==> config.mk <==
export PLATFORM = sky130hd
export DESIGN_NAME = uart_tx_serializer_flat
export DESIGN_NICKNAME = d
export VERILOG_FILES = /design/src/rtl/uart_tx_serializer_if.sv /design/src/rtl/uart_tx_serializer.sv /design/src/flat_wrapper.sv
export SDC_FILE = /design/constraint.sdc
export NUM_CORES = 1
export LEC_CHECK = 0
export BUFFER_PORTS_ARGS = -buffer_cell sky130_fd_sc_hd__buf_4
export CAP_MARGIN = 0
export CORE_UTILIZATION = 45
export CTS_CLUSTER_SIZE = 40
export DETAILED_ROUTE_END_ITERATION = 12
export PLACE_DENSITY = 0.61
export SYNTH_ARGS = -nofsm -noshare
export SYNTH_HDL_FRONTEND = slang
export SYNTH_SLANG_ARGS = --single-unit
==> constraint.sdc <==
create_clock -name clk -period 2.85 [get_ports clk]
set_input_delay 0.285 -clock clk [delete_from_list [all_inputs] [get_ports clk]]
set_output_delay 0.285 -clock clk [all_outputs]
set_load 0.03 [all_outputs]
==> src/rtl/uart_tx_serializer_if.sv <==
`default_nettype none
//------------------------------------------------------------------------------
// Module      : uart_tx_serializer_if
// Description : UART TX request bundle between the MMIO controller (master)
//               and the TX serializer (slave).
// Revision    : 1.0 - initial release
//------------------------------------------------------------------------------
interface uart_tx_serializer_if #(
    parameter int FIFO_DEPTH = 4
);
    logic                        tx_start;
    logic [7:0]                  tx_data;
    logic                        tx_busy;
    logic                        tx_overflow;
    logic [$clog2(FIFO_DEPTH):0] fifo_level;

    modport master (
        output tx_start,
        output tx_data,
        input  tx_busy,
        input  tx_overflow,
        input  fifo_level
    );

    modport slave (
        input  tx_start,
        input  tx_data,
        output tx_busy,
        output tx_overflow,
        output fifo_level
    );
endinterface
`default_nettype wire

==> src/rtl/uart_tx_serializer.sv <==
`default_nettype none
//------------------------------------------------------------------------------
// Module      : uart_tx_serializer
// Description : Byte FIFO feeding an async serial framer: start bit, 8 data
//               bits LSB first, optional parity, 1-2 stop bits. Idle line high.
// Revision    : 1.0 - initial release
//------------------------------------------------------------------------------
module uart_tx_serializer #(
    parameter int CLKS_PER_BIT = 16,
    parameter int FIFO_DEPTH   = 4,
    parameter int PARITY_EN    = 0,
    parameter int PARITY_ODD   = 0,
    parameter int STOP_BITS    = 1
) (
    input  logic                  clk,
    input  logic                  rst_n,
    uart_tx_serializer_if.slave   bus,
    output logic                  tx_serial,
    output logic                  tx_active,
    output logic                  tx_done
);

    localparam int c_ptr_w  = $clog2(FIFO_DEPTH);
    localparam int c_lvl_w  = c_ptr_w + 1;
    localparam int c_baud_w = $clog2(CLKS_PER_BIT);

    localparam logic [c_lvl_w-1:0]  c_depth     = c_lvl_w'(FIFO_DEPTH);
    localparam logic [c_baud_w-1:0] c_baud_last = c_baud_w'(CLKS_PER_BIT - 1);
    localparam logic [c_baud_w-1:0] c_baud_pre  = c_baud_w'(CLKS_PER_BIT - 2);
    localparam logic [2:0]          c_stop_last = 3'(STOP_BITS - 1);

    typedef enum logic [2:0] {
        S_IDLE   = 3'd0,
        S_START  = 3'd1,
        S_DATA   = 3'd2,
        S_PARITY = 3'd3,
        S_STOP   = 3'd4
    } state_t;

    // FIFO storage and bookkeeping
    logic [7:0]          r_mem [FIFO_DEPTH];
    logic [c_ptr_w-1:0]  r_wr_ptr;
    logic [c_ptr_w-1:0]  r_rd_ptr;
    logic [c_lvl_w-1:0]  r_level;
    logic                r_full;
    logic                r_overflow;
    logic [c_lvl_w-1:0]  w_level_next;

    // Framer state
    state_t              r_state;
    logic [c_baud_w-1:0] r_baud;
    logic [2:0]          r_bit_idx;
    logic [7:0]          r_shift;
    logic                r_parity_bit;
    logic                r_tx_serial;
    logic                r_tx_active;
    logic                r_tx_done;

    logic                w_push;
    logic                w_pop;
    logic                w_nonempty;
    logic                w_baud_last;
    logic                w_last_stop;
    logic [7:0]          w_head;
    logic                w_head_parity;

    // Push looks only at the registered full flag, so a same-cycle pop never frees a slot
    assign w_push        = bus.tx_start && !r_full;
    assign w_nonempty    = (r_level != '0);
    assign w_baud_last   = (r_baud == c_baud_last);
    assign w_last_stop   = (r_bit_idx == c_stop_last);
    assign w_head        = r_mem[r_rd_ptr];
    // Parity is taken from the byte as popped, before any shifting
    assign w_head_parity = (PARITY_ODD != 0) ? ~^w_head : ^w_head;
    assign w_pop         = w_nonempty &&
                           ((r_state == S_IDLE) ||
                            (r_state == S_STOP && w_baud_last && w_last_stop));

    // Next FIFO occupancy; push and pop together cancel out
    always_comb begin
        w_level_next = r_level;
        unique case ({w_push, w_pop})
            2'b10:   w_level_next = r_level + 1'b1;
            2'b01:   w_level_next = r_level - 1'b1;
            default: w_level_next = r_level;
        endcase
    end

    // FIFO data array; contents need no reset because the level gates every read
    always_ff @(posedge clk) begin
        if (w_push) begin
            r_mem[r_wr_ptr] <= bus.tx_data;
        end
    end

    // FIFO pointers, level, full flag and overflow pulse
    always_ff @(posedge clk) begin
        if (!rst_n) begin
            r_wr_ptr   <= '0;
            r_rd_ptr   <= '0;
            r_level    <= '0;
            r_full     <= 1'b0;
            r_overflow <= 1'b0;
        end else begin
            if (w_push) begin
                r_wr_ptr <= r_wr_ptr + 1'b1;
            end
            if (w_pop) begin
                r_rd_ptr <= r_rd_ptr + 1'b1;
            end
            r_level    <= w_level_next;
            r_full     <= (w_level_next == c_depth);
            r_overflow <= bus.tx_start && r_full;
        end
    end

    // Frame sequencer; every output is registered alongside the state it belongs to
    always_ff @(posedge clk) begin
        if (!rst_n) begin
            r_state      <= S_IDLE;
            r_baud       <= '0;
            r_bit_idx    <= '0;
            r_shift      <= '0;
            r_parity_bit <= 1'b0;
            r_tx_serial  <= 1'b1;
            r_tx_active  <= 1'b0;
            r_tx_done    <= 1'b0;
        end else begin
            r_tx_done <= 1'b0;
            unique case (r_state)
                S_IDLE: begin
                    r_tx_serial <= 1'b1;
                    r_tx_active <= 1'b0;
                    if (w_pop) begin
                        r_shift      <= w_head;
                        r_parity_bit <= w_head_parity;
                        r_baud       <= '0;
                        r_state      <= S_START;
                        r_tx_serial  <= 1'b0;
                        r_tx_active  <= 1'b1;
                    end
                end
                S_START: begin
                    if (w_baud_last) begin
                        r_baud      <= '0;
                        r_bit_idx   <= '0;
                        r_state     <= S_DATA;
                        r_tx_serial <= r_shift[0];
                    end else begin
                        r_baud <= r_baud + 1'b1;
                    end
                end
                S_DATA: begin
                    if (w_baud_last) begin
                        r_baud <= '0;
                        if (r_bit_idx == 3'd7) begin
                            r_bit_idx <= '0;
                            if (PARITY_EN != 0) begin
                                r_state     <= S_PARITY;
                                r_tx_serial <= r_parity_bit;
                            end else begin
                                r_state     <= S_STOP;
                                r_tx_serial <= 1'b1;
                            end
                        end else begin
                            r_bit_idx   <= r_bit_idx + 3'd1;
                            r_shift     <= {1'b0, r_shift[7:1]};
                            r_tx_serial <= r_shift[1];
                        end
                    end else begin
                        r_baud <= r_baud + 1'b1;
                    end
                end
                S_PARITY: begin
                    if (w_baud_last) begin
                        r_baud      <= '0;
                        r_bit_idx   <= '0;
                        r_state     <= S_STOP;
                        r_tx_serial <= 1'b1;
                    end else begin
                        r_baud <= r_baud + 1'b1;
                    end
                end
                S_STOP: begin
                    // Raise done so it is visible during the final stop-bit cycle
                    if (w_last_stop && (r_baud == c_baud_pre)) begin
                        r_tx_done <= 1'b1;
                    end
                    if (w_baud_last) begin
                        r_baud <= '0;
                        if (w_last_stop) begin
                            r_bit_idx <= '0;
                            if (w_pop) begin
                                r_shift      <= w_head;
                                r_parity_bit <= w_head_parity;
                                r_state      <= S_START;
                                r_tx_serial  <= 1'b0;
                            end else begin
                                r_state     <= S_IDLE;
                                r_tx_serial <= 1'b1;
                                r_tx_active <= 1'b0;
                            end
                        end else begin
                            r_bit_idx <= r_bit_idx + 3'd1;
                        end
                    end else begin
                        r_baud <= r_baud + 1'b1;
                    end
                end
                default: begin
                    r_state     <= S_IDLE;
                    r_tx_serial <= 1'b1;
                    r_tx_active <= 1'b0;
                end
            endcase
        end
    end

    assign bus.tx_busy     = r_full;
    assign bus.tx_overflow = r_overflow;
    assign bus.fifo_level  = r_level;
    assign tx_serial       = r_tx_serial;
    assign tx_active       = r_tx_active;
    assign tx_done         = r_tx_done;

endmodule
`default_nettype wire

==> src/flat_wrapper.sv <==
// flat-port wrapper written by rule: the top's interface ports become plain ports
module uart_tx_serializer_flat 
#(
    parameter int CLKS_PER_BIT = 16,
    parameter int FIFO_DEPTH   = 4,
    parameter int PARITY_EN    = 0,
    parameter int PARITY_ODD   = 0,
    parameter int STOP_BITS    = 1
)
  (clk, rst_n, tx_serial, tx_active, tx_done, bus_tx_start, bus_tx_data, bus_tx_busy, bus_tx_overflow, bus_fifo_level);
  uart_tx_serializer_if #(.FIFO_DEPTH(FIFO_DEPTH)) bus_i ();
  input  logic clk;
  input  logic rst_n;
  output logic tx_serial;
  output logic tx_active;
  output logic tx_done;
  input wire logic [$bits(bus_i.tx_start)-1:0] bus_tx_start;
  input wire logic [$bits(bus_i.tx_data)-1:0] bus_tx_data;
  output wire logic [$bits(bus_i.tx_busy)-1:0] bus_tx_busy;
  output wire logic [$bits(bus_i.tx_overflow)-1:0] bus_tx_overflow;
  output wire logic [$bits(bus_i.fifo_level)-1:0] bus_fifo_level;
  assign bus_i.tx_start = bus_tx_start;
  assign bus_i.tx_data = bus_tx_data;
  assign bus_tx_busy = bus_i.tx_busy;
  assign bus_tx_overflow = bus_i.tx_overflow;
  assign bus_fifo_level = bus_i.fifo_level;
  uart_tx_serializer #(.CLKS_PER_BIT(CLKS_PER_BIT), .FIFO_DEPTH(FIFO_DEPTH), .PARITY_EN(PARITY_EN), .PARITY_ODD(PARITY_ODD), .STOP_BITS(STOP_BITS)) u_core (.clk(clk), .rst_n(rst_n), .bus(bus_i), .tx_serial(tx_serial), .tx_active(tx_active), .tx_done(tx_done));
endmodule
* Yosys cells after proc, flatten, opt, wreduce, memory -nomap -nowiden *
Memory sizes are Yosys's and may differ from the RTL's. A register that Yosys moved wholly into a read port is not among the register bits.
Cells that the tools add are included.

word-level totals
  flip-flop bits (word level) = 30
  memory bits (writable) = 32
  input port bits = 11
  output and inout port bits = 8
  memories kept = 1

operators by class
  add/sub/neg operators = 6
  eq/ne operators = 20
  multiplexer cells = 43
  bitwise operators = 1
  reduce and logical (&&, ||, !) cells = 24

memory list
  memory        depth  bits a word  read ports  clocked after memory_dff  write ports  RTL line                  text
  u_core.r_mem  4      8            1           1                         1            uart_tx_serializer.sv:41  logic [7:0] r_mem [FIFO_DEPTH];

operators by type and width
  cell                   count
  $mux W8                5
  $mux W3                12
  $pmux W8 S3            1
  $ne A2 B1 Y1 const B   8
  $mux W1                15
  $pmux W3 S5            1
  $reduce_and A5 Y1      2
  $eq A3 B3 Y1 const B   3
  $pmux W3 S3            1
  $reduce_bool A3 Y1     3
  $eq A4 B4 Y1 const B   2
  $mux W4                2
  $pmux W4 S2            1
  $reduce_and A4 Y1      2
  $reduce_and A7 Y1      1
  $add A3 B1 Y3 const B  2
  $eq A3 B2 Y1 const B   2
  $logic_and A1 B1 Y1    6
  $logic_not A3 Y1       2
  $pmux W3 S2            1
  $pmux W1 S5            1
  $add A2 B1 Y2 const B  2
  $add A4 B1 Y4 const B  1
  $mux W2                2
  other kinds (14)       16

* Depth between registers and ports, before layout *
Gate-level depths: netlist of the first run.

  depth in word-level cells = 9
  depth in mapped cells = 12
  depth with buffers taken out = 12

* Least setup slack after synthesis of the first run *
OpenSTA, ideal clock, no wires.

  path type = register to register
  start = register u_core.r_level[0] (netlist: u_core.bus.fifo_level[0])
  end = register u_core.r_full (netlist: u_core.bus.tx_busy)
  setup time = 0.066 ns
  data arrival time = 2.400 ns
  slack = 0.385 ns
  cell stages (with the launch flop) = 11
  path buffers = 0
  clock period less this slack = 2.465 ns
  path through = dfxtp_1 nor3_4 nor2_1 nand2_1 inv_1 ha_1 fa_1 xnor2_1 or3_1 a21boi_0 nor2b_1

between the ends
  word-level cells in the longest chain between the ends = 5
  elaborated cells between the ends (all ways) = 8
  classes of those cells = 2 x add/sub; 3 x eq/ne; 1 x mux; 2 x reduce/logical

ends and longest elaborated chain
  what                                                                   RTL line                   text
  start, declared                                                        uart_tx_serializer.sv:44   logic [c_lvl_w-1:0] r_level;
  start signal, assigned                                                 uart_tx_serializer.sv:111  r_level <= w_level_next;
  parallel branches: the longest is 3 deep, another holds $sub A3 B1 Y3  n/a
  $pmux W3 S2 *                                                          uart_tx_serializer.sv:82   unique case ({w_push, w_pop})
  $eq A3 B3 Y1 *                                                         uart_tx_serializer.sv:112  r_full <= (w_level_next == c_depth);
  end signal, assigned                                                   uart_tx_serializer.sv:112
  end, declared                                                          uart_tx_serializer.sv:45   logic r_full;

Mark *: on every way between the ends.
A chain may end at the register's enable or synchronous reset.

* Worst setup path after layout of the first run *
  start = register u_core.r_bit_idx[0]
  end = register u_core.r_full (netlist: u_core.bus.tx_busy)

between the ends
  word-level cells in the longest chain between the ends = 7
  elaborated cells between the ends (all ways) = 8
  classes of those cells = 3 x eq/ne; 1 x mux; 4 x reduce/logical

ends and longest elaborated chain
  what                                          RTL line                   text
  start, declared                               uart_tx_serializer.sv:52   logic [2:0] r_bit_idx;
  start signal, assigned                        uart_tx_serializer.sv:166  r_bit_idx <= r_bit_idx + 3'd1;
  start signal, assigned                        uart_tx_serializer.sv:204  r_bit_idx <= r_bit_idx + 3'd1;
  $logic_not A3 Y1 *                            uart_tx_serializer.sv:71   assign w_last_stop = (r_bit_idx == c_stop_last);
  $logic_and A1 B1 Y1 *                         uart_tx_serializer.sv:77   (r_state == S_STOP && w_baud_last && w_last_stop));
  $logic_or A1 B1 Y1 *                          uart_tx_serializer.sv:76   ((r_state == S_IDLE) ||
  $logic_and A1 B1 Y1 *                         uart_tx_serializer.sv:75   assign w_pop = w_nonempty &&
  $eq A2 B1 Y1 or $eq A2 B2 Y1 (tied branches)  uart_tx_serializer.sv:82
  $pmux W3 S2 *                                 uart_tx_serializer.sv:82
  $eq A3 B3 Y1 *                                uart_tx_serializer.sv:112

Every way passes the cells marked *; elsewhere a longest branch is shown, timed or not.

==> results of run 1 <==
==> layout make-up <==
type	count	area, um^2	share of cell area, %
multi-input combinational	140	1210	36.2
tap	75	93.8	2.82
sequential	64	1600	48.1
timing repair buffer	22	165	4.96
inverter	10	37.5	1.13
clock buffer	9	124	3.72
clock inverter	7	104	3.12
==> registers in the layout, indices dropped and copies added, names as in the netlist, named ones only <==
signal	cells
u_core.r_state	3
u_core.tx_serial	1
u_core.tx_done	1
u_core.r_bit_idx	3
u_core.r_shift	8
u_core.bus.fifo_level	3
u_core.r_rd_ptr	2
u_core.bus.tx_busy	1
u_core.tx_active	1
u_core.r_wr_ptr	2
u_core.r_mem	32
u_core.r_baud	4
u_core.bus.tx_overflow	1
==> path summary, 6_finish.rpt <==
| check | slack [ns] | end |
|---|---|---|
| setup / recovery | 0.28 | u_core.bus.tx_busy$_SDFF_PN0_ |
| hold / removal | 0.14 | u_core.r_mem[0][1]$_DFFE_PP_ |
| setup reg to reg | 0.28 | u_core.bus.tx_busy$_SDFF_PN0_ |
| hold reg to reg | 0.46 | u_core.r_shift[0]$_SDFFE_PN0P_ |
==> layer usage <==
layer	GRT usage, %	vias to the layer above
li1	-	888
met1	23.2	847
met2	24.5	20
met3	5.33	5
met4	7.89	0
met5	0	-
==> power by group <==
part / switching, mW / leakage [nW] / internal, mW
logic: 0.485 / 0.554 / 0.445
registers: 0.142 / 0.555 / 1.14
clock network: 0.378 / 0.114 / 0.501
==> worst register-to-register path, cell delays in order (launching register included) <==
cell and delay [ns]:
dfxtp_1 0.35, inv_1 0.07, ha_1 0.21, nand2b_1 0.13
o21ai_0 0.13, nand2_1 0.13, inv_1 0.07, ha_1 0.22
fa_1 0.38, xnor2_1 0.14, or3_1 0.30, a21boi_0 0.22
nor2b_1 0.16
==> metrics by stage <==
step | util (%) | total power, mW | worst slack, ns
5_1_grt | 55.0 | 3.28 | 0.0639
6_report | 55.0 | 3.09 | 0.281
2_1_floorplan | - | 2.01 | 0.385
3_3_place_gp | 51.2 | 2.24 | 0.373
3_5_place_dp | 51.2 | 2.24 | 0.311
4_1_cts | 55.0 | 3.13 | 0.263
==> cells in the final DEF (no fill, tap or decap), drive strengths merged, types with 7 or more instances in the layout <==
master,synthesis,routed
and2,14,14
buf,5,22
clkbuf,3,9
dfxtp,32,32
edfxtp,32,32
ha,10,10
inv,10,11
mux2i,9,9
mux4,8,8
nand2,14,14
nand3,8,8
nor2,8,8
o21ai,7,7
o2bb2ai,7,7
==> logic make-up (layout without fill, tap and decap cells) <==
family | count (synthesis) | count (layout) | synth area share [%]
AO/OA/AOI/OAI | 40 | 40 | 10.9
flip-flops | 64 | 64 | 55.6
multiplexers | 17 | 17 | 10.2
buffers and inverters | 18 | 48 | 2.60
adder cells (fa/ha/maj) | 11 | 11 | 5.03
AND/OR/NAND/NOR | 67 | 67 | 14.2
XOR/XNOR | 5 | 5 | 1.52
==> key figures, run 1 <==
Run status
  – Status: finished clean

Critical path
  – Max stage delay on crit path: 0.38 ns
  – Crit path buffers/inverters: 2
  – Critical Path Stages: 12
  – Cell Chain, Critical Path: inv_1 > ha_1 > nand2b_1 > o21ai_0 > nand2_1 > inv_1 > ha_1 > fa_1 > xnor2_1 > or3_1 > a21boi_0 > nor2b_1
  – CP top delay family: adder cells
  – CP endpoint kind: flop
  – Crit path launch type: flop
  – CP Class: reg2reg
  – R2R cell count: 12
  – WP data required: 3.13 ns
  – Reg2Reg Launch Point: u_core.r_bit_idx[0]$_SDFFE_PN0P_
  – CP Max Fanout: 3
  – Crit path from: u_core.r_bit_idx[0]$_SDFFE_PN0P_
  – Worst Path Arrival: 2.85 ns
  – Slowest cell on crit path: fa_1

Yosys
  – Seq/Total Area, Yosys: 55.6%
  – Cell variety after synth: 50
  – Synth cell count leaders: dfxtp_1 (32), edfxtp_1 (32), and2_1 (14), nand2_1 (14), ha_1 (10)
  – Mapped cell area: 2880 um^2
  – Primary FF master, synth: edfxtp_1
  – Yosys warns: 0
  – FFs w/ async S/R, synth: 0%
  – Post-synth top area share: 33.3%
  – Post-synth EDFFs: 32
  – Gate Count Post-Synth: 222
  – Flops & latches, synth: 64
  – Synth area leaders: edfxtp_1 (33%), dfxtp_1 (22%), mux4_1 (5.5%), ha_1 (4.3%), mux2i_1 (3.1%)
  – Yosys top cell by area: edfxtp_1
  – Synthesized area per cell: 13.0 um^2
  – Mapped Nets: 244

Timing
  – Final period util: 90.1%
  – Final TNS setup: 0 ns
  – Clk_skew: 0.00832 ns
  – Worst hold slack: 0.141 ns
  – Final Setup Violations: 0
  – Fmax: 0.389 GHz
  – Final Hold Fails: 0
  – Worst relative slew slack: 50.8%
  – RSZ-0062 raised after global routing: false
  – Post-layout min period: 2.57 ns
  – Count of pins over their slew limit: 0
  – Worst Tran Pin Value: 0.733 ns

Min path
  – Hold depth: 1
  – HP Start: bus_tx_data[1]
  – Worst hold path class: in2reg

Final layout
  – Final Instance Area: 3330 um^2
  – # diodes: 0
  – Layout cells sized above 1: 21.0%
  – Fin cells: 327
  – Post-layout nets: 269
  – P&R area growth vs syn: 15.6%
  – # fillers: 521

Detailed routing
  – WL met1: 2.50 mm
  – Total wire length: 4.94 mm
  – WL/cell: 15.1 um
  – Vias post-DR: 1,760
  – DRT Pass-1 Iters: 4
  – Met3 WL post-DR: 131 um
  – Routed wl met2: 2.26 mm
  – Final antenna-violating net count: 0
  – Drt via density: 5.38
  – Post-route DRC: 0
  – DR iter-0 viols: 81
  – Highest Signal Layer: met4

Clock network
  – CTS HTree Levels: 3
  – Reg clk slew, reported paths: 0.08 ns
  – Latest clock arrival within the worst-skew pair: 0.34 ns
  – Hold Buf Count CTS: 0
  – TritonCTS Buffers: 9
  – Clock root cell: clkbuf_8
  – CTS tree: done
  – Number of post-CTS setup repair buffers: 0
  – Post-CTS resize count: 0
  – Clock Tree Buf Depth: 2
  – Clk sink count: 64

Floorplan
  – CORE AREA: 6060 um^2
  – Starting density of the core: 47.6%
  – Die Span X: 82.0 um
  – Die Ht: 82.0 um
  – Ports: 19
  – DIE AREA: 6730 um^2
  – Row Count: 28

Global route
  – Antenna violations before repair: 0
  – GRT Residual Overflow: 0
  – First-pass GRT wire length: 8.20 mm
  – All-layer global routing usage: 17.0%
  – Largest net degree at the start of global routing: 28
  – Vias in the first global route: 1,670

Pwr
  – P per Cell Area: 928 nW/um^2
  – Worst vdd ir: 508 uV
  – Pleak: 1.22 nW

Placement
  – Routability Congestion: 0.820
  – Port buffer count: 18
  – Cell Area, Placed: 3100 um^2
  – DP Cell Count: 311
  – DPL Wire Length: 3.33 mm

Job
  – Max-Cap Viols: 0
Power figures use the tool's default switching activity.
==> run 2, diff against run 1 <==
--- a/config.mk
+++ b/config.mk
@@ -12,4 +12,5 @@
 export DETAILED_ROUTE_END_ITERATION = 12
 export PLACE_DENSITY = 0.61
+export SLEW_MARGIN = 20
 export SYNTH_ARGS = -nofsm -noshare
 export SYNTH_HDL_FRONTEND = slang
==> constraint.sdc (replaced) <==
create_clock -name clk -period 2.85 [get_ports clk]
set_input_delay 0.7125 -clock clk [delete_from_list [all_inputs] [get_ports clk]]
set_output_delay 0.7125 -clock clk [all_outputs]
set_load 0.03 [all_outputs]
==> run 2 against run 1 <==
Critical path depth shrank 2. Clock-buffer cell count unchanged. Die area stayed put. Highest routed layer unchanged. Combinational power is essentially flat. Via count increased by 0.28%. Hold slack improved by 0.33 ns. Cell count stayed put. Wire length rose by 0.69%.
==> key figures, run 2 (synthesis gave the netlist of run 1 again) <==
Run status
  – Status: finished clean

Timing
  – Post-layout min period: 2.60 ns
  – Worst relative slew slack: 50.7%
  – Final TNS setup: 0 ns
  – Fmax: 0.384 GHz
  – Worst Tran Pin Value: 0.735 ns
  – Count of pins over their slew limit: 0
  – Final Hold Fails: 0
  – Final period util: 91.4%
  – Final Setup Violations: 0
  – Worst hold slack: 0.467 ns
  – Clk_skew: 0.00965 ns
  – Post-route setup slack: 0.246 ns
  – RSZ-0062 raised after global routing: false

Clock network
  – Post-CTS resize count: 0
  – Clock root cell: clkbuf_8
  – CTS HTree Levels: 3
  – Number of post-CTS setup repair buffers: 0
  – Clk sink count: 64
  – TritonCTS Buffers: 9
  – Clock Tree Buf Depth: 2
  – Hold Buf Count CTS: 0
  – Latest clock arrival within the worst-skew pair: 0.34 ns
  – CTS tree: done
  – Reg clk slew, reported paths: 0.08 ns

Pwr
  – Int Power: 1.99 mW
  – Pleak: 1.20 nW
  – Sw Ratio: 33.4%
  – Clock Power Share: 26.0%
  – P per Cell Area: 905 nW/um^2
  – Worst vdd ir: 419 uV
  – Comb power frac: 31.1%
  – Sw Pwr: 0.996 mW
  – Flop pwr share: 42.9%

Global route
  – Antenna violations before repair: 0
  – GRT Residual Overflow: 0
  – Vias in the first global route: 1,688
  – Largest net degree at the start of global routing: 28
  – All-layer global routing usage: 16.9%
  – First-pass GRT wire length: 8.17 mm

Final layout
  – Area of the multi-input gates: 1210 um^2
  – Commonest cells after routing, fill and taps aside: dfxtp_1 (32), edfxtp_1 (32), buf_4 (22)
  – P&R area growth vs syn: 14.5%
  – Most flop-heavy register: u_core.r_mem
  – # diodes: 0
  – Top Registers: u_core.r_mem (32), u_core.r_shift (8), u_core.r_baud (4)
  – Fin cells: 327
  – Layout cells sized above 1: 21.0%
  – # fillers: 528
  – Post-layout nets: 269
  – Largest register FFs: 32
  – Register Area: 1600 um^2
  – Final Instance Area: 3300 um^2

Critical path
  – CP Class: reg2reg
  – WP data required: 3.12 ns
  – CP endpoint kind: flop
  – Crit path launch type: flop
  – Worst Path Arrival: 2.87 ns
  – CP Max Fanout: 7

Detailed routing
  – Met3 WL post-DR: 122 um
  – Vias post-DR: 1,765
  – Post-route DRC: 0
  – Drt via density: 5.40
  – Highest Signal Layer: met4
  – Final antenna-violating net count: 0
  – DRT Pass-1 Iters: 4
  – WL/cell: 15.2 um
  – Total wire length: 4.97 mm
  – WL met1: 2.51 mm
  – Routed wl met2: 2.24 mm
  – DR iter-0 viols: 102

Placement
  – DP Worst Slack: 0.282 ns
  – Routability Congestion: 0.790
  – Port buffer count: 18
  – DPL Wire Length: 3.38 mm
  – DP Cell Count: 311
  – Cell Area, Placed: 3100 um^2

Floorplan
  – Ports: 19
  – DIE AREA: 6730 um^2
  – CORE AREA: 6060 um^2
  – Die Ht: 82.0 um
  – Die Span X: 82.0 um
  – Starting density of the core: 47.6%
  – Row Count: 28

Job
  – Max-Cap Viols: 0

Min path
  – Worst hold path class: reg2reg
==> run 2: through the flow <==
step | power (mW) | utilization [%]
6_report | 2.99 | 54.4
5_1_grt | 3.16 | 54.4
4_1_cts | 3.01 | 54.4
3_5_place_dp | 2.24 | 51.2
3_3_place_gp | 2.23 | 51.2
2_1_floorplan | 2.01 | -
==> run 2: cell type report <==
| class | instances | area share (%) |
|---|---|---|
| Clock buffer | 9 | 3.75 |
| Clock inverter | 7 | 2.16 |
| Inverter | 10 | 1.14 |
| Multi-Input combinational cell | 140 | 36.6 |
| Sequential cell | 64 | 48.5 |
| Tap cell | 75 | 2.84 |
| Timing Repair Buffer | 22 | 5.01 |
==> run 2: path summary, 6_finish.rpt <==
check	slack, ns	to	start	cells after the start
max reg2reg	0.25	u_core.bus.tx_busy$_SDFF_PN0_	u_core.bus.fifo_level[0]$_SDFF_PN0_	10
min	0.47	u_core.r_shift[0]$_SDFFE_PN0P_	u_core.r_shift[0]$_SDFFE_PN0P_	1
min reg2reg	0.47	u_core.r_shift[0]$_SDFFE_PN0P_	u_core.r_shift[0]$_SDFFE_PN0P_	1
max	0.25	u_core.bus.tx_busy$_SDFF_PN0_	u_core.bus.fifo_level[0]$_SDFF_PN0_	10
==> run 2: worst max-delay path, cell delays in order (launching register included) <==
cell and delay (ns):
dfxtp_1 0.42, nor3_4 0.36, nor2_1 0.12, nand2_1 0.14, inv_1 0.07, ha_1 0.22
fa_1 0.38, xnor2_1 0.15, or3_1 0.30, a21boi_0 0.20, nor2b_1 0.16
==> run 2: power groups by stage <==
stage                     sequential [mW]  clock [mW]  combinational, mW
after floorplan                      1.31           0              0.702
after global placement               1.30           0              0.930
after detailed placement             1.31           0              0.933
after CTS                            1.29       0.788              0.936
after global routing                 1.31       0.828               1.02
final                                1.28       0.776              0.927
==> run 2: per-layer routing <==
| layer | vias up | global-route usage, % |
|---|---|---|
| met5 | - | 0 |
| met4 | 0 | 8.95 |
| met3 | 9 | 4.00 |
| met2 | 22 | 24.5 |
| met1 | 852 | 23.5 |
| li1 | 882 | - |
==> run 3, diff against run 2 <==
ABC_AREA = 1   (was default)
==> run 3 against run 2 <==
Die area is 3.3% higher. Highest routed layer unchanged. Clock-buffer cell count is 1 higher. Sequential power is 3% lower. Critical path depth stayed put. First-iteration DRC count is 21% lower. Area after synthesis is 3.3% higher. Power is 12% higher. Largest power group is now combinational cells. Combinational power is 47% higher. Via count is 23% higher.
==> key figures, run 3 <==
Yosys
  – Synthesized area per cell: 8.76 um^2
  – Mapped Nets: 362
  – Synth area leaders: edfxtp_1 (32%), dfxtp_1 (22%), nand2_1 (12%), nand3_1 (5.9%), nor2_1 (4.4%)
  – Yosys warns: 0
  – Post-Synth Adder-Cell Area: 4.87%
  – Synth cell count leaders: nand2_1 (94), nand3_1 (35), nor2_1 (35)
  – Seq/Total Area, Yosys: 53.8%
  – Gate Count Post-Synth: 340
  – Simple-gate share of the synthesized area: 27.1%
  – Mapped cell area: 2980 um^2
  – Mux contribution to synthesized area: 0%
  – Post-synth EDFFs: 32
  – Main combinational cell family by area after synthesis: simple AND/OR/NAND/NOR gates
  – Flops & latches, synth: 64
  – FFs w/ async S/R, synth: 0%
  – Cell variety after synth: 31
  – Synth Area in Compound Gates: 7.31%
  – Most frequent cell after synthesis: nand2_1
  – XOR/XNOR Fraction of Synth Area: 0.882%
  – Yosys top cell by area: edfxtp_1
  – Post-synth top area share: 32.3%
  – Primary FF master, synth: edfxtp_1

Final layout
  – # diodes: 0
  – Layout cells sized above 1: 17.3%
  – Top Registers: u_core.r_mem (32), u_core.r_shift (8), u_core.r_baud (4)
  – Fin cells: 447
  – Final Instance Area: 3380 um^2
  – Commonest cells after routing, fill and taps aside: nand2_1 (94), nor2_1 (35), nand3_1 (35)
  – Post-layout nets: 387
  – Core Util, Final: 53.0%
  – Largest register FFs: 32
  – P&R area growth vs syn: 13.5%
  – Most flop-heavy register: u_core.r_mem
  – Most common cell after layout, fill and taps aside: nand2_1

Clock network
  – CTS tree: done
  – CTS HTree Levels: 3
  – TritonCTS Buffers: 9
  – Post-CTS resize count: 0
  – Reg clk slew, reported paths: 0.07 ns
  – Clock root cell: clkbuf_8
  – Clock Tree Buf Depth: 2
  – Hold Buf Count CTS: 0
  – Clk sink count: 64
  – Latest clock arrival within the worst-skew pair: 0.33 ns
  – Number of post-CTS setup repair buffers: 0

Job
  – Max-Cap Viols: 0

Detailed routing
  – Post-route DRC: 0
  – Vias post-DR: 2,166
  – DR iter-0 viols: 81
  – Drt via density: 4.85
  – WL/cell: 12.2 um
  – DRT Pass-1 Iters: 4
  – Total wire length: 5.46 mm
  – Final antenna-violating net count: 0

Floorplan
  – Ports: 19
  – Die Ht: 83.4 um
  – CORE AREA: 6390 um^2
  – Die Span X: 83.4 um
  – Starting density of the core: 46.6%
  – DIE AREA: 6950 um^2
  – Row Count: 29

Critical path
  – Slowest cell on crit path: fa_1
  – Worst Path Arrival: 2.50 ns
  – Cell Chain, Critical Path: ha_1 > nand3_4 > nor2_2 > nor2_1 > nor2_2 > ha_1 > fa_1 > o21ai_0 > nand2_1 > nor2_1
  – CP Max Fanout: 8
  – Max stage delay on crit path: 0.42 ns
  – CP endpoint kind: flop
  – CP Class: reg2reg
  – Crit path buffers/inverters: 0
  – CP top delay family: adder cells
  – WP data required: 3.12 ns
  – Crit path launch type: flop
  – Worst reg-to-reg setup slack: 0.63 ns

Pwr
  – Sw Ratio: 40.0%
  – Pleak: 1.46 nW
  – Flop pwr share: 37.1%
  – Power consumption: 3.35 mW
  – Sw Pwr: 1.34 mW
  – P per Cell Area: 991 nW/um^2
  – Int Power: 2.01 mW
  – Comb power frac: 40.7%
  – Worst vdd ir: 501 uV
  – Clock Power Share: 22.2%

Placement
  – DPL Wire Length: 3.62 mm
  – DP Worst Slack: 0.433 ns
  – Cell Area, Placed: 3190 um^2
  – Port buffer count: 18
  – Routability Congestion: 0.828
  – DP Cell Count: 431

Timing
  – Final TNS setup: 0 ns
  – Final Setup Violations: 0
  – RSZ-0062 raised after global routing: false
  – Post-layout min period: 2.22 ns
  – Final Hold Fails: 0
  – Worst relative slew slack: 62.2%
  – Clk_skew: 0.00575 ns
  – Fmax: 0.450 GHz
  – Worst Tran Pin Value: 0.565 ns
  – Post-route setup slack: 0.627 ns
  – Final period util: 78.0%
  – Count of pins over their slew limit: 0
  – Worst hold slack: 0.480 ns

Global route
  – All-layer global routing usage: 17.5%
  – GRT Residual Overflow: 0
  – Antenna violations before repair: 0
  – First-pass GRT wire length: 9.40 mm
  – Largest net degree at the start of global routing: 21
  – Vias in the first global route: 1,974

Run status
  – Status: finished clean

Min path
  – Worst hold path class: reg2reg
-- run 3: cell types whose count changed after synthesis, sizes merged, moves of 4 or more --
| cell | change |
|---|---|
| o2bb2ai | -7 |
| nand3 | +28 |
| nor2 | +31 |
| nor2b | -4 |
| and2 | -14 |
| mux2i | -9 |
| xnor2 | -4 |
| or2 | +7 |
| a21oi | +15 |
| a21boi | -6 |
| inv | +22 |
| nand2 | +84 |
| mux4 | -8 |
| o21ai | +5 |
-- run 3: path summary, 6_finish.rpt --
path	startpoint	endpoint	cells past startpoint
setup / recovery	u_core.r_baud[1]$_SDFFE_PN0P_	u_core.bus.tx_busy$_SDFF_PN0_	10
hold / removal	u_core.bus.tx_busy$_SDFF_PN0_	u_core.bus.tx_overflow$_SDFF_PN0_	2
setup reg to reg	u_core.r_baud[1]$_SDFFE_PN0P_	u_core.bus.tx_busy$_SDFF_PN0_	10
hold reg to reg	u_core.bus.tx_busy$_SDFF_PN0_	u_core.bus.tx_overflow$_SDFF_PN0_	2
-- run 3: area by class of cell --
| class | instances | area (um^2) |
|---|---|---|
| clock buffers | 10 | 128 |
| fillers | 606 | 3000 |
| multi-input cells | 233 | 1200 |
| well taps | 77 | 96.3 |
| repair buffers | 23 | 173 |
| flip-flops and latches | 64 | 1600 |
| clock inverters | 6 | 60.1 |
| inverters | 34 | 128 |
-- run 3: cell families after synthesis --
kind of cell / Yosys count
flops: 64
simple gates: 185
compound gates: 34
xor+xnor: 3
buf+inv: 43
fa+ha+maj: 11
-- run 3: tightest hold or removal path, cell delays in order, from the launching register on --
cell and delay [ns]:
dfxtp_1 0.34, nand2_1 0.07, nor2_1 0.03
-- run 3: power groups by stage --
stage	registers (mW)	clock network [mW]	logic, mW
finish	1.24	0.743	1.36
CTS	1.25	0.761	1.37
floorplan	1.30	0	1.05
global route	1.27	0.807	1.57
detailed placement	1.27	0	1.36
global placement	1.26	0	1.35
-- run 3: layer usage --
layer  track usage [%]  part of all wire [%]
met1              24.7                    52
met5                 0                     0
met4              7.52                   1.4
met3              4.17                   3.6
met2              25.6                    43
